[config.mk]
export PLATFORM = sky130hd
export DESIGN_NAME = osd_regaccess_initiator
export DESIGN_NICKNAME = d
export VERILOG_FILES = /design/src/rtl/osd_regaccess_initiator.sv
export SDC_FILE = /design/constraint.sdc
export NUM_CORES = 1
export LEC_CHECK = 0
export CORE_MARGIN = 3
export CORE_UTILIZATION = 51
export DETAILED_ROUTE_END_ITERATION = 7
export GPL_TIMING_DRIVEN = 0
export MAX_ROUTING_LAYER = met4
export PLACE_DENSITY = 0.81
export REMOVE_ABC_BUFFERS = 1
export SYNTH_ARGS = -nofsm -noshare
export SYNTH_HDL_FRONTEND = slang
export SYNTH_SLANG_ARGS = --single-unit
export TNS_END_PERCENT = 1
[constraint.sdc]
create_clock -name clk -period 3.8 [get_ports clk]
set_clock_uncertainty 0.2 [all_clocks]
set_input_delay 1.14 -clock clk [delete_from_list [all_inputs] [get_ports clk]]
set_output_delay 1.14 -clock clk [all_outputs]
set_load 0.02 [all_outputs]
[src/rtl/osd_regaccess_initiator.sv]
// osd_regaccess_initiator
// Issues one register read/write at a time to a status/control responder on
// the debug ring and returns the parsed result to the local command source.
//
// Handshake rule for every channel here (cmd, rsp, debug_out, debug_in):
// a transfer happens on the rising edge where valid and ready are both 1;
// a producer holds valid and its payload stable until that edge, and a
// consumer may raise or drop ready at any time.
module osd_regaccess_initiator #(
    parameter int unsigned TIMEOUT_CYCLES = 1024
) (
    input  logic        clk,
    input  logic        rst,

    input  logic [9:0]  id_i,

    output logic [15:0] debug_out_data_o,
    output logic        debug_out_valid_o,
    output logic        debug_out_last_o,
    input  logic        debug_out_ready_i,

    input  logic [15:0] debug_in_data_i,
    input  logic        debug_in_valid_i,
    input  logic        debug_in_last_i,
    output logic        debug_in_ready_o,

    input  logic        cmd_valid_i,
    output logic        cmd_ready_o,
    input  logic        cmd_write_i,
    input  logic [9:0]  cmd_dest_i,
    input  logic [15:0] cmd_addr_i,
    input  logic [15:0] cmd_wdata_i,

    output logic        rsp_valid_o,
    input  logic        rsp_ready_i,
    output logic        rsp_error_o,
    output logic        rsp_timeout_o,
    output logic [15:0] rsp_rdata_o,

    output logic [3:0]  state_o
);

    typedef enum logic [3:0] {
        ST_IDLE          = 4'd0,
        ST_REQ_DEST      = 4'd1,
        ST_REQ_HDR       = 4'd2,
        ST_REQ_ADDR      = 4'd3,
        ST_REQ_WDATA     = 4'd4,
        ST_RSP_DEST      = 4'd5,
        ST_RSP_HDR       = 4'd6,
        ST_RSP_VALUE     = 4'd7,
        ST_RSP_DROP      = 4'd8,
        ST_RSP_DROP_DONE = 4'd9,
        ST_DONE          = 4'd10
    } state_t;

    // Size field of the request header: always a 16-bit access.
    localparam logic [1:0] SIZE_16 = 2'b01;

    state_t      state_q, state_d;
    logic        write_q, write_d;
    logic [9:0]  dest_q, dest_d;
    logic [15:0] addr_q, addr_d;
    logic [15:0] wdata_q, wdata_d;
    logic        err_q, err_d;
    logic        tmo_q, tmo_d;
    logic [15:0] rdata_q, rdata_d;
    logic [31:0] cnt_q, cnt_d;

    logic [31:0] cnt_inc;
    logic        hdr_foreign;
    logic        timeout_hit;

    // Saturating increment: the wait counter never wraps back to zero.
    assign cnt_inc = (&cnt_q) ? cnt_q : cnt_q + 32'd1;

    // The timeout fires on the cycle in which the counter reaches the limit,
    // so a limit of N ends the wait after N cycles in the response phase.
    // Using >= keeps the guard effective if the limit was passed while a
    // foreign packet was being drained.
    assign timeout_hit = (TIMEOUT_CYCLES != 0) && (cnt_inc >= TIMEOUT_CYCLES);

    // A response header belongs to us only if it comes from the addressed
    // module and echoes the access direction we requested.
    assign hdr_foreign = (debug_in_data_i[9:0] != dest_q) ||
                         (debug_in_data_i[11] != write_q);

    assign rsp_error_o   = err_q;
    assign rsp_timeout_o = tmo_q;
    assign rsp_rdata_o   = rdata_q;
    assign state_o       = state_q;

    // State and datapath registers; synchronous reset abandons any packet.
    always_ff @(posedge clk) begin
        if (rst) begin
            state_q <= ST_IDLE;
            write_q <= 1'b0;
            dest_q  <= '0;
            addr_q  <= '0;
            wdata_q <= '0;
            err_q   <= 1'b0;
            tmo_q   <= 1'b0;
            rdata_q <= '0;
            cnt_q   <= '0;
        end else begin
            state_q <= state_d;
            write_q <= write_d;
            dest_q  <= dest_d;
            addr_q  <= addr_d;
            wdata_q <= wdata_d;
            err_q   <= err_d;
            tmo_q   <= tmo_d;
            rdata_q <= rdata_d;
            cnt_q   <= cnt_d;
        end
    end

    // Next-state, request serialisation and response parsing.
    always_comb begin
        state_d = state_q;
        write_d = write_q;
        dest_d  = dest_q;
        addr_d  = addr_q;
        wdata_d = wdata_q;
        err_d   = err_q;
        tmo_d   = tmo_q;
        rdata_d = rdata_q;
        cnt_d   = cnt_q;

        debug_out_valid_o = 1'b0;
        debug_out_data_o  = 16'h0000;
        debug_out_last_o  = 1'b0;
        debug_in_ready_o  = 1'b0;
        cmd_ready_o       = 1'b0;
        rsp_valid_o       = 1'b0;

        unique case (state_q)
            ST_IDLE: begin
                cmd_ready_o = 1'b1;
                // Stray words arriving while idle are swallowed.
                debug_in_ready_o = 1'b1;
                if (cmd_valid_i) begin
                    write_d = cmd_write_i;
                    dest_d  = cmd_dest_i;
                    addr_d  = cmd_addr_i;
                    wdata_d = cmd_wdata_i;
                    err_d   = 1'b0;
                    tmo_d   = 1'b0;
                    rdata_d = 16'h0000;
                    state_d = ST_REQ_DEST;
                end
            end

            ST_REQ_DEST: begin
                debug_out_valid_o = 1'b1;
                debug_out_data_o  = {6'h00, dest_q};
                if (debug_out_ready_i) begin
                    state_d = ST_REQ_HDR;
                end
            end

            ST_REQ_HDR: begin
                debug_out_valid_o = 1'b1;
                // {type=00, burst=0, write, size, source=own id}
                debug_out_data_o  = {2'b00, 1'b0, write_q, SIZE_16, id_i};
                if (debug_out_ready_i) begin
                    state_d = ST_REQ_ADDR;
                end
            end

            ST_REQ_ADDR: begin
                debug_out_valid_o = 1'b1;
                debug_out_data_o  = addr_q;
                debug_out_last_o  = ~write_q;
                if (debug_out_ready_i) begin
                    if (write_q) begin
                        state_d = ST_REQ_WDATA;
                    end else begin
                        cnt_d   = 32'd0;
                        state_d = ST_RSP_DEST;
                    end
                end
            end

            ST_REQ_WDATA: begin
                debug_out_valid_o = 1'b1;
                debug_out_data_o  = wdata_q;
                debug_out_last_o  = 1'b1;
                if (debug_out_ready_i) begin
                    cnt_d   = 32'd0;
                    state_d = ST_RSP_DEST;
                end
            end

            ST_RSP_DEST: begin
                debug_in_ready_o = 1'b1;
                cnt_d            = cnt_inc;
                if (debug_in_valid_i) begin
                    // A one-word packet carries no header; drop it.
                    if (!debug_in_last_i) begin
                        state_d = ST_RSP_HDR;
                    end
                end else if (timeout_hit) begin
                    // Only between packets, so a packet is never cut.
                    err_d   = 1'b1;
                    tmo_d   = 1'b1;
                    rdata_d = 16'h0000;
                    state_d = ST_DONE;
                end
            end

            ST_RSP_HDR: begin
                debug_in_ready_o = 1'b1;
                cnt_d            = cnt_inc;
                if (debug_in_valid_i) begin
                    if (hdr_foreign) begin
                        state_d = debug_in_last_i ? ST_RSP_DEST : ST_RSP_DROP;
                    end else if (debug_in_data_i[10] || write_q) begin
                        // Write ack or error: header must end the packet.
                        err_d   = debug_in_data_i[10] | ~debug_in_last_i;
                        rdata_d = 16'h0000;
                        state_d = debug_in_last_i ? ST_DONE : ST_RSP_DROP_DONE;
                    end else if (debug_in_last_i) begin
                        // Successful read without a value word.
                        err_d   = 1'b1;
                        rdata_d = 16'h0000;
                        state_d = ST_DONE;
                    end else begin
                        state_d = ST_RSP_VALUE;
                    end
                end
            end

            ST_RSP_VALUE: begin
                debug_in_ready_o = 1'b1;
                cnt_d            = cnt_inc;
                if (debug_in_valid_i) begin
                    if (debug_in_last_i) begin
                        rdata_d = debug_in_data_i;
                        state_d = ST_DONE;
                    end else begin
                        // Overlong read response: report error, no value.
                        err_d   = 1'b1;
                        rdata_d = 16'h0000;
                        state_d = ST_RSP_DROP_DONE;
                    end
                end
            end

            ST_RSP_DROP: begin
                debug_in_ready_o = 1'b1;
                cnt_d            = cnt_inc;
                if (debug_in_valid_i && debug_in_last_i) begin
                    state_d = ST_RSP_DEST;
                end
            end

            ST_RSP_DROP_DONE: begin
                debug_in_ready_o = 1'b1;
                cnt_d            = cnt_inc;
                if (debug_in_valid_i && debug_in_last_i) begin
                    state_d = ST_DONE;
                end
            end

            ST_DONE: begin
                rsp_valid_o = 1'b1;
                if (rsp_ready_i) begin
                    state_d = ST_IDLE;
                end
            end

            default: begin
                state_d = ST_IDLE;
            end
        endcase
    end

endmodule

==> metrics.md <==
| Metric | Value |
|---|---|
| Simple-gate share of the synthesized area | 29.5% |
| Post-route DRC violation count | 0 |
| Slew margin rel. | 40.6% |
| Share of the yosys chip area belonging to registers | 36.3% |
| Cell Area, Synth | 5360 um2 |
| Worst hold margin | 0.256 ns |
| Post-synthesis adder-cell area fraction | 0.234% |
| Syn avg cell area | 7.35 um2 |
| Post-synth ARST share | 0% |
| First-pass GRT wire length | 26500 um |
| FILL cells | 821 |
| Clk root buf | clkbuf_8 |
| Compound-cell area share of the yosys netlist | 25.1% |
| Seq pwr share | 36.7% |
| Worst EP arrival | 2.42 ns |
| Input/output buffers | 118 |
| Max-Cap Viols | 0 |
| PwrDens | 509 nW/um2 |
| R2R Path Start | cnt_q[25] |
| EDFF count, synth | 0 |
| Count of final setup violators | 0 |
| Startpoint types | flop |
| Crit Path Category | flop to primary output |
| Switching power | 1.50 mW |
| Die footprint | 11800 um2 |
| Vias in the first global route | 5313 |
| Post-DP HPWL | 11400 um |
| Clock tree buffer depth | 2 |
| Most used DFF post-synth | dfxtp_1 |
| Fin area | 7010 um2 |
| Via count | 5818 |
| Critical-path maximum fanout | 18 |
| Cell taking the most area after synthesis | dfxtp_1 |
| First-pass DRT Iterations | 5 |
| DR WL/cell | 17.6 um |
| DP Area | 6570 um2 |
| Hold_sp | rsp_rdata_o[12] |
| CTS H-tree depth | 3 |
| Largest net degree at the start of global routing | 81 |
| FP Rows | 36 |
| Vias per cell | 6.10 |
| Ratio of cells with drive above 1 in the final layout | 9.88% |
| # hold bufs at CTS | 0 |
| TritonCTS clock tree | done |
| Main combinational cell family by area after synthesis | simple AND/OR/NAND/NOR gates |
| Worst-skew pair later-pin latency | 0.38 ns |
| Hold crit path type | flop to flop |
| Switching portion of total power | 42.1% |
| Top-count cell post-synth | nand2_1 |
| Clock slew at reported path FFs | 0.11 ns |
| Synth top area share | 36.3% |
| CP Data Required Time | 2.46 ns |
| Minimum clock period | 3.76 ns |
| Dpl ws | -0.644 ns |
| Clk sinks | 97 |
| GRT overflow | 0 |
| Crit end category | primary output |
| Worst slew pin tran | 0.891 ns |
| #FFs+latches synth | 97 |
| Unrepaired setup endpoints after global routing | yes |
| I/O Pins | 119 |
| Leak pwr | 2.40 nW |
| Die Ht | 108 um |
| Post-Synthesis Cells | 729 |
| Mux cell area share after synthesis | 0.374% |
| Internal Power | 2.07 mW |
| Beginning of the critical path | state_o[0] |
| Combinational share of power | 43.5% |
| Post-route ant nets | 0 |
| DR iter-0 viols | 498 |
| DIE WIDTH | 108 um |
| IR drop worst, VDD | 0.462 mV |
| Area of the multi-input gates | 3280 um2 |
| Max Transition Viols Final | 0 |
| P&R area growth vs syn | 30.9% |
| Nets@finish | 892 |
| XOR/XNOR share of the synthesized area | 3.41% |
| CTS Buf Count | 9 |
| Hold Fails Final Rpt | 0 |
| Clk network pwr share | 19.8% |
| Post-route clock period utilization | 98.9% |
| Peak Freq | 266 MHz |
| Register area | 1970 um2 |
| Antenna violations before repair | 0 |
| Synth cell count leaders | 143 x nand2_1, 105 x a21oi_1, 97 x dfxtp_1 |
| Synth cell types | 60 |
| Core area | 10000 um2 |
| ANT cells | 0 |
| GRT Total Usage | 28.9% |
| RD Place Congestion | 0.925 |
| Warning count from the yosys run | 0 |
| Starting density of the core | 53.6% |
| Routed WL | 16800 um |
| Largest cells by area after synthesis | dfxtp_1 36%, nand2_1 10%, a21oi_1 9.8% |
| Status | completed |
| Final worst slack | 0.0430 ns |
power groups by stage:
stage	clock network (mW)	logic (mW)	registers [mW]
after CTS	0.721	1.50	1.30
after global placement	0	1.37	1.30
after detailed placement	0	1.43	1.31
after floorplan	0	0.852	1.29
final	0.708	1.55	1.31
after global routing	0.760	1.69	1.33
logic make-up (layout without fill, tap and decap cells):
family	Yosys count	in the layout
compound gates	222	222
mux	2	2
buf+inv	67	158
fa+ha+maj	1	1
xor+xnor	20	20
flops	97	97
simple gates	320	320
layout make-up:
| cell class | instances | share of cell area, % |
|---|---|---|
| well taps | 133 | 2.37 |
| clock inverters | 6 | 1.07 |
| flip-flops and latches | 97 | 28.0 |
| repair buffers | 134 | 19.4 |
| inverters | 8 | 0.428 |
| multi-input cells | 565 | 46.8 |
| clock buffers | 10 | 1.82 |
placed cells by master (no fill, tap or decap), drive strengths merged, types with 4 or more instances in the layout:
cell type,Yosys,routed
a211oi,6,6
a21oi,105,105
a221o,6,6
a22o,8,8
a22oi,15,15
a311oi,11,11
a31oi,12,12
and3,9,9
and4,7,7
buf,14,16
clkbuf,45,11
clkdlybuf4s50,0,112
dfxtp,97,97
dlymetal6s2s,0,5
inv,8,10
nand2,143,143
nand2b,4,4
nand3,31,31
nand4,16,16
nor2,42,42
nor3,24,24
nor4,8,8
o21ai,37,37
or2,7,7
or3,12,12
or4,7,7
xnor2,18,18
state kept, by name, indices dropped and copies added, names as in the netlist:
| register | count |
|---|---|
| write_q | 1 |
| state_o | 4 |
| addr_q | 16 |
| dest_q | 10 |
| rsp_rdata_o | 16 |
| rsp_error_o | 1 |
| rsp_timeout_o | 1 |
| cnt_q | 32 |
| wdata_q | 16 |
path summary, 6_finish.rpt:
check                                            to  slack, ns  cells after the start
worst max-delay path            debug_out_data_o[7]       0.04                      6
worst min-delay path                rsp_rdata_o[12]       0.26                      2
worst max register to register          rsp_error_o       0.11                     10
worst min register to register      rsp_rdata_o[12]       0.26                      2
worst max-delay path, stage by stage (launching register included):
cell and delay (ns):
dfxtp_4 0.42, nand2b_1 0.24, nor3_4 0.34, buf_4 0.16
a22o_1 0.14, a221o_1 0.12, clkdlybuf4s50_1 0.62
metal layers:
layer | vias up | global-route usage [%] | share of wire [%]
li1 | 2810 | - | -
met1 | 2717 | 39.3 | 44
met2 | 258 | 43.1 | 46
met3 | 33 | 6.09 | 7.6
met4 | 0 | 9.20 | 2.1
met5 | - | - | 0
what timing repair did:
item	4_1_cts	5_1_grt
pin swaps	2	4
buffers inserted	4	6
resized for setup	22	21
endpoints found under the setup margin	39	36
through the flow:
step	util, %	TNS [ns]	total power [mW]	instances
2_1_floorplan	-	-1.47	2.14	670
4_1_cts	69.0	0	3.52	947
3_3_place_gp	64.6	-120.55	2.67	921
5_1_grt	70.1	-0.219	3.78	953
3_5_place_dp	65.7	-19.13	2.74	927
6_report	70.1	0	3.57	953
Note: power is estimated with default switching activity, not from simulation.
